<file path="src/rtl/barrel_seq.sv">
// Command sequencer for the 8-bit barrel rotator: queues rotate commands,
// issues them one at a time, and returns each rotated result in order.
module barrel_seq #(
  parameter int DEPTH = 4
) (
  input  logic                       clk,
  input  logic                       reset,
  input  logic                       cmd_valid,
  output logic                       cmd_ready,
  input  logic                       cmd_load,
  input  logic [2:0]                 cmd_sel,
  input  logic [7:0]                 cmd_data,
  output logic                       bar_load,
  output logic [2:0]                 bar_sel,
  output logic [7:0]                 bar_data,
  input  logic [7:0]                 bar_q,
  output logic                       res_valid,
  input  logic                       res_ready,
  output logic [7:0]                 res_data,
  output logic [$clog2(DEPTH):0]     count
);

  localparam int AW = $clog2(DEPTH);
  localparam int CW = AW + 1;

  typedef enum logic [1:0] {
    ST_IDLE  = 2'd0,
    ST_ISSUE = 2'd1,
    ST_CAPT  = 2'd2
  } state_e;

  state_e          state_q, state_d;
  logic [11:0]     fifo_q [DEPTH];
  logic [AW-1:0]   wr_ptr_q, wr_ptr_d;
  logic [AW-1:0]   rd_ptr_q, rd_ptr_d;
  logic [CW-1:0]   count_q, count_d;
  logic            bar_load_q, bar_load_d;
  logic [2:0]      bar_sel_q, bar_sel_d;
  logic [7:0]      bar_data_q, bar_data_d;
  logic            res_valid_q, res_valid_d;
  logic [7:0]      res_data_q, res_data_d;
  logic            push_s, pop_s, go_s;
  logic [11:0]     head_s;

  assign cmd_ready = (count_q != CW'(DEPTH));
  assign push_s    = cmd_valid && cmd_ready;
  // Issue only when the result slot is free or is being emptied this edge.
  assign go_s      = (state_q == ST_IDLE) && (count_q != '0) && (!res_valid_q || res_ready);
  assign pop_s     = go_s;
  assign head_s    = fifo_q[rd_ptr_q];

  assign count     = count_q;
  assign bar_load  = bar_load_q;
  assign bar_sel   = bar_sel_q;
  assign bar_data  = bar_data_q;
  assign res_valid = res_valid_q;
  assign res_data  = res_data_q;

  // FIFO storage; contents are don't-care until written, so no reset.
  always_ff @(posedge clk) begin
    if (push_s) begin
      fifo_q[wr_ptr_q] <= {cmd_load, cmd_sel, cmd_data};
    end
  end

  always_comb begin
    wr_ptr_d = wr_ptr_q;
    rd_ptr_d = rd_ptr_q;
    count_d  = count_q;
    if (push_s) begin
      wr_ptr_d = wr_ptr_q + AW'(1);
    end else begin
      wr_ptr_d = wr_ptr_q;
    end
    if (pop_s) begin
      rd_ptr_d = rd_ptr_q + AW'(1);
    end else begin
      rd_ptr_d = rd_ptr_q;
    end
    case ({push_s, pop_s})
      2'b10:   count_d = count_q + CW'(1);
      2'b01:   count_d = count_q - CW'(1);
      default: count_d = count_q;
    endcase
  end

  always_comb begin
    state_d = state_q;
    case (state_q)
      ST_IDLE: begin
        if (go_s) begin
          state_d = ST_ISSUE;
        end else begin
          state_d = ST_IDLE;
        end
      end
      ST_ISSUE: state_d = ST_CAPT;
      ST_CAPT:  state_d = ST_IDLE;
      default:  state_d = ST_IDLE;
    endcase
  end

  // Rotator drive is the hold pattern (0,0,0) except for the single ISSUE cycle.
  always_comb begin
    bar_load_d  = 1'b0;
    bar_sel_d   = 3'd0;
    bar_data_d  = 8'd0;
    res_valid_d = res_valid_q;
    res_data_d  = res_data_q;
    if (go_s) begin
      {bar_load_d, bar_sel_d, bar_data_d} = head_s;
    end else begin
      {bar_load_d, bar_sel_d, bar_data_d} = 12'd0;
    end
    case (state_q)
      ST_CAPT: begin
        res_valid_d = 1'b1;
        res_data_d  = bar_q;
      end
      default: begin
        if (res_valid_q && res_ready) begin
          res_valid_d = 1'b0;
        end else begin
          res_valid_d = res_valid_q;
        end
      end
    endcase
  end

  always_ff @(posedge clk or negedge reset) begin
    if (!reset) begin
      state_q     <= ST_IDLE;
      wr_ptr_q    <= '0;
      rd_ptr_q    <= '0;
      count_q     <= '0;
      bar_load_q  <= 1'b0;
      bar_sel_q   <= 3'd0;
      bar_data_q  <= 8'd0;
      res_valid_q <= 1'b0;
      res_data_q  <= 8'd0;
    end else begin
      state_q     <= state_d;
      wr_ptr_q    <= wr_ptr_d;
      rd_ptr_q    <= rd_ptr_d;
      count_q     <= count_d;
      bar_load_q  <= bar_load_d;
      bar_sel_q   <= bar_sel_d;
      bar_data_q  <= bar_data_d;
      res_valid_q <= res_valid_d;
      res_data_q  <= res_data_d;
    end
  end

endmodule

</file>
<file path="config.mk">
export PLATFORM = sky130hd
export DESIGN_NAME = barrel_seq
export DESIGN_NICKNAME = d
export VERILOG_FILES = /design/src/rtl/barrel_seq.sv
export SDC_FILE = /design/constraint.sdc
export NUM_CORES = 1
export LEC_CHECK = 0
export CAP_MARGIN = 10
export CELL_PAD_IN_SITES_DETAIL_PLACEMENT = 0
export CELL_PAD_IN_SITES_GLOBAL_PLACEMENT = 2
export CORE_ASPECT_RATIO = 0.6
export CORE_MARGIN = 4
export CORE_UTILIZATION = 35
export DETAILED_ROUTE_END_ITERATION = 16
export HOLD_SLACK_MARGIN = 0.05
export PLACE_DENSITY = 0.85
export RECOVER_POWER = 100
export SYNTH_ARGS = -nofsm -noshare
export SYNTH_HDL_FRONTEND = slang
export SYNTH_SLANG_ARGS = --single-unit
</file>
<file path="constraint.sdc">
create_clock -name clk -period 2.4 [get_ports clk]
set_clock_uncertainty 0.2 [all_clocks]
set_input_delay 0.48 -clock clk [delete_from_list [all_inputs] [get_ports clk]]
set_output_delay 0.48 -clock clk [all_outputs]
set_load 0.02 [all_outputs]
</file>
Word level (Yosys, flattened, before mapping) --
Memory sizes are Yosys's and may differ from the RTL's. Cells that the tools add are included.
Storage, ports and cells: register bits after elaboration 30, memory bits (writable) 48, input bits 24, output and inout bits 25, logic and storage cells 39, memories kept 1
Operators by class: add/subtract/negate cells 4, equality and inequality tests 5, multiplexer cells 10, reduce and logical (&&, ||, !) cells 10
Memories:
- fifo_q | words 4, width 12, rd ports 1, clocked after memory_dff 0, wr ports 1, RTL line 33 | logic [11:0] fifo_q [DEPTH];
Operators by type and width (count):
- $mux W8 | 1
- $mux W1 | 6
- $pmux W3 S2 | 1
- $add A2 B1 Y2 const B | 2
- $eq A2 B1 Y1 const B | 2
- $eq A2 B2 Y1 const B | 2
- $logic_and A1 B1 Y1 | 4
- $pmux W2 S2 | 1
- $reduce_bool A2 Y1 | 2
- $add A3 B1 Y3 const B | 1
- $mux W3 | 1
- $ne A3 B3 Y1 const B | 1
- $reduce_bool A3 Y1 | 1
- $sub A3 B1 Y3 const B | 1
- $logic_not A2 Y1 | 1
- $logic_not A1 Y1 | 1
- $logic_or A1 B1 Y1 | 1

Longest topological paths before layout --
depth after elaboration 5, mapped depth 10, depth with buffers taken out 9

Least setup slack after synthesis --
OpenSTA, ideal clock, no wires.
path kind register to register, start point register count_q[0] (netlist: count[0]), end point register count_q[2] (netlist: count[2]), library setup time 80 ps, arrival time 2147 ps, required time 2120 ps, setup slack -27 ps, cell stages (with the launch flop) 10, buffers on the path 0, clock period less this slack 2427 ps, path through dfrtp_1 > or3b_4 > and2_4 > inv_1 > ha_1 > inv_1 > fa_1 > xor2_1 > nor2_1 > xor2_1
Between the ends: elaborated cells on any way between the ends 11, those cells by class add/sub (2); eq/ne (3); mux (1); reduce/logical (5)
RTL lines:
- start, declared | RTL line 36 | logic [CW-1:0] count_q, count_d;
- start signal, assigned | RTL line 145 | count_q <= count_d;
- $ne A3 B3 Y1 * | RTL line 45 | assign cmd_ready = (count_q != CW'(DEPTH));
- net cmd_ready | RTL line 9 | output logic cmd_ready,
- $logic_and A1 B1 Y1 * | RTL line 46 | assign push_s = cmd_valid && cmd_ready;
- $eq A2 B1 Y1 or $eq A2 B2 Y1 (tied branches) | RTL line 80 | case ({push_s, pop_s})
- $pmux W3 S2 or $reduce_bool A2 Y1 (tied branches)
The timed path passes the listed nets; every way through them passes the cells marked *. A chain may end at the register's enable or synchronous reset.

Worst setup path after layout --
start point register count_q[1] (netlist: count[1]), end point register count_q[2] (netlist: count[2])
Between the ends: longest elaborated chain between the ends 5, elaborated cells on any way between the ends 11, those cells by class add/sub (2); eq/ne (3); mux (1); reduce/logical (5)
Ends and longest elaborated chain:
- $reduce_bool A3 Y1 | RTL line 48 | assign go_s = (state_q == ST_IDLE) && (count_q != '0) && (!res_valid_q || res_ready);
- $logic_and A1 B1 Y1 (2 in series) | RTL line 48
- $eq A2 B1 Y1 or $eq A2 B2 Y1 (tied branches) | RTL line 80
- $pmux W3 S2 or $reduce_bool A2 Y1 (tied branches)
Several ways; a longest one is shown, not always the timed one.

==> results.txt <==
- After legalization and detailed placement, the total HPWL measured 3.346 mm.
* Critical path arrival: around 2.3 ns
- After the first detailed-routing iteration, the DRC count stood at 73.
- Cell count after synthesis: 153
- Average cell area after synthesis: slightly below 20 µm²
- The final hold violation count was 0.
- Setup WS post-layout: 0.1283 ns
- Final count of negative-setup-slack endpoints: 0
* Dominant delay contributor by cell family on the critical path: simple AND/OR/NAND/NOR gates
* Number of global-route vias before repair: 1,532
* Clk pin slew, worst setup/hold paths: 0.05 ns
* CP max FO: 6
- Clock tree sinks: 78
* Crit path kind: reg2reg
* Final Slew Violations: 0
- From synthesis to final layout, the design area changed by 31.20%.
* Maximum capacitance violations: 0
- The routed design has 5.144 mm of wire.
- After detailed placement, the design holds a cell count of 313.
- The layout has 692 filler cells.
- Number of buffers and inverters on the critical path: 2
- For this design, the CTS-stage hold fixing added 0 buffers.
- 0 antenna diodes ended up in the layout.
* Most frequent cells in the layout: 48 x edfxtp_1, 39 x dlygate4sd3_1, 28 x dfrtp_1
- Timing analysis after detailed placement gives a worst setup slack of -0.08222 ns.
* I/O pins: 49
* Net count after synthesis: 183
- Die span in y: 79.57 µm
- Crit. End Element: flop
* Full die area: roughly 0.010 mm²
- The largest single stage delay on the critical path is 0.43 ns.
* Antenna violation net count after detailed routing: 0
* Pin count of the biggest net entering global routing: 31
- Final Net Count: 248
- The min-delay analysis places its worst path in the category reg2reg.
- Static timing analysis puts the maximum clock frequency at 440.2 MHz.
- The flow ran to the end, and the final reports show no timing, DRC or antenna violations.
- In the final timing run, aggregate negative setup slack is 0 ns.
- Total GRT Usage: 0.1135
* Min Clock Period, post-route: 2.272 ns
* Post-route fraction of the period consumed by the critical path: 0.9465
* Initial antenna violation count: 0
* Initial cell density of the core: 0.3688
- Number of cell rows: 25
- STA puts the critical path data required time at 2.45 ns.
- No sink is reached through more buffers than the 2 on the longest clock path.
* Commonest non-fill, non-tap cell in the layout: edfxtp_1
- In this run the tightest slew margin relative to its limit is 0.4968.
- Before antenna repair, the detailed router went through 4 iterations.
- Of the cells placed in the final design, the portion with a size suffix greater than 1 is 0.2108.
* Number of buffer cells added on primary ports: 48
- H-tree level count: 3
- Width of the chip: approximately 130 µm
* Drt wl/cell: around 16 µm
* Post-synthesis cell type count: 26
- The count of cells in the finished layout, fillers not included, comes to roughly 330.
- Total power per unit cell area: around 1300 mW/mm²
- Standard cell with the maximum stage delay on the critical path: or3b_4
- Transition at the pin with the smallest max-transition slack: 0.7549 ns
- DRC viols: 0
* Global-route wire length before repair: 8.438 mm
- Worst setup SP type: flop
- TritonCTS built the clock tree.
* Cell breakdown of the critical path: or3b_4 -> and2_4 -> inv_1 -> ha_2 -> inv_1 -> fa_2 -> xor2_1 -> nor2_1 -> xor2_1
- The completed layout was analyzed and its total power is 5062 µW.
* Placeable Area: 0.008102 mm²
- During synthesis, Yosys emitted a total of 0 warnings.
- Clock latency on the worst-skew pair, taken at its later pin, is 0.33 ns.
- Lkg Pwr: approximately 0.0015 µW
- Across the VDD grid, the largest voltage drop is 532.4 µV.
- Sequential cell area fraction in the yosys report: 0.7337
* Mapped cell area: 0.002988 mm²
* Gr ovfl total: 0
* DR vias/cell: 4.508
- Routability-driven placement finished with a final weighted congestion of 0.7161.
- In this run, CTS created clock tree buffers numbering 9.
- After synthesis the netlist holds a flip-flop and latch count of 78.
- Total via count after detailed routing: approximately 1,500
* CTS root buf: clkbuf_16
==> routing by layer <==
layer / part of all wire / vias to the layer above / global-route usage / wire length (µm)
li1: - / 697 / - / -
met1: 0.47 / 742 / 0.1508 / 2443
met2: 0.44 / 47 / 0.1595 / 2249
met3: 0.079 / 6 / 0.06484 / 405
met4: 0.0089 / 0 / 0.02891 / 46
met5: 0 / - / 0 / 0
==> where the power goes <==
| group | leakage, µW | internal, µW | total, µW | switching (µW) |
|---|---|---|---|---|
| Sequential | 0.000810 | 1850 | 2040 | 195 |
| Combinational | 0.000583 | 868 | 1690 | 817 |
| Clock | 0.000148 | 828 | 1330 | 507 |
| Total | 0.00154 | 3540 | 5060 | 1520 |
==> cells by family after synthesis <==
group,after synthesis,share of synthesized area
adder cells (fa/ha/maj),6,0.02764
buffers and inverters,14,0.02764
multiplexers,22,0.1340
XOR/XNOR,6,0.01759
AND/OR/NAND/NOR,27,0.05947
flip-flops,78,0.7337
==> synth_stat cells (all sizes together) <==
master | count | area [µm²]
edfxtp | 48 | 1441
dfrtp | 30 | 750.7
nor2b | 14 | 87.58
mux4 | 12 | 285.3
inv | 9 | 33.78
mux2 | 9 | 105.1
buf | 5 | 48.80
ha | 5 | 62.56
and3 | 4 | 30.03
xnor2 | 4 | 35.03
nor2 | 2 | 7.510
xor2 | 2 | 17.52
and2 | 1 | 8.760
fa | 1 | 20.02
mux2i | 1 | 10.01
nand2 | 1 | 3.750
nand2b | 1 | 6.260
nand3 | 1 | 10.01
nand4 | 1 | 6.260
or3 | 1 | 6.260
or3b | 1 | 11.26
==> per-stage QoR <==
stage	instance area, µm²	hold WS (ns)	util
5_1_grt	3920	0.2692	0.4839
3_5_place_dp	3625	0.2440	0.4474
2_1_floorplan	2990	-0.01559	-
6_report	3920	0.2506	0.4839
3_3_place_gp	3625	0.2321	0.4474
4_1_cts	3924	0.2511	0.4843
==> state kept, by name, summed over array words and instances (netlist names) <==
name,cells
fifo_q,48
bar_data,8
res_data,8
bar_sel,3
count,3
rd_ptr_q,2
state_q,2
wr_ptr_q,2
bar_load,1
res_valid,1
==> area by class of cell <==
| type | count | area (µm²) | area share |
|---|---|---|---|
| flip-flops and latches | 78 | 2195 | 0.5598 |
| multi-input cells | 61 | 708.2 | 0.1807 |
| repair buffers | 59 | 548.0 | 0.1398 |
| clock buffers | 10 | 239.0 | 0.06096 |
| well taps | 108 | 135.1 | 0.03447 |
| clock inverters | 6 | 61.31 | 0.01564 |
| inverters | 9 | 33.78 | 0.008618 |
==> path summary, 6_finish.rpt <==
kind                         endpoint       start  depth (start not counted)  slack [ns]
hold reg to reg            state_q[1]  state_q[1]                          1        0.25
hold / removal             state_q[1]  state_q[1]                          1        0.25
setup reg to reg             count[2]    count[1]                          9        0.13
setup / recovery             count[2]    count[1]                          9        0.13
max in group asynchronous    count[2]       reset                          2        0.92
min in group asynchronous    count[0]       reset                          2        0.56
==> what timing repair did <==
action | CTS | global route
gates cloned | 0 | 0
gates resized for setup | 1 | 2
pin swaps | 0 | 4
setup buffers | 0 | 2
endpoints found under the hold margin | 0 | 0
endpoints found under the setup margin | 1 | 1
Power figures use the tool's default switching activity.
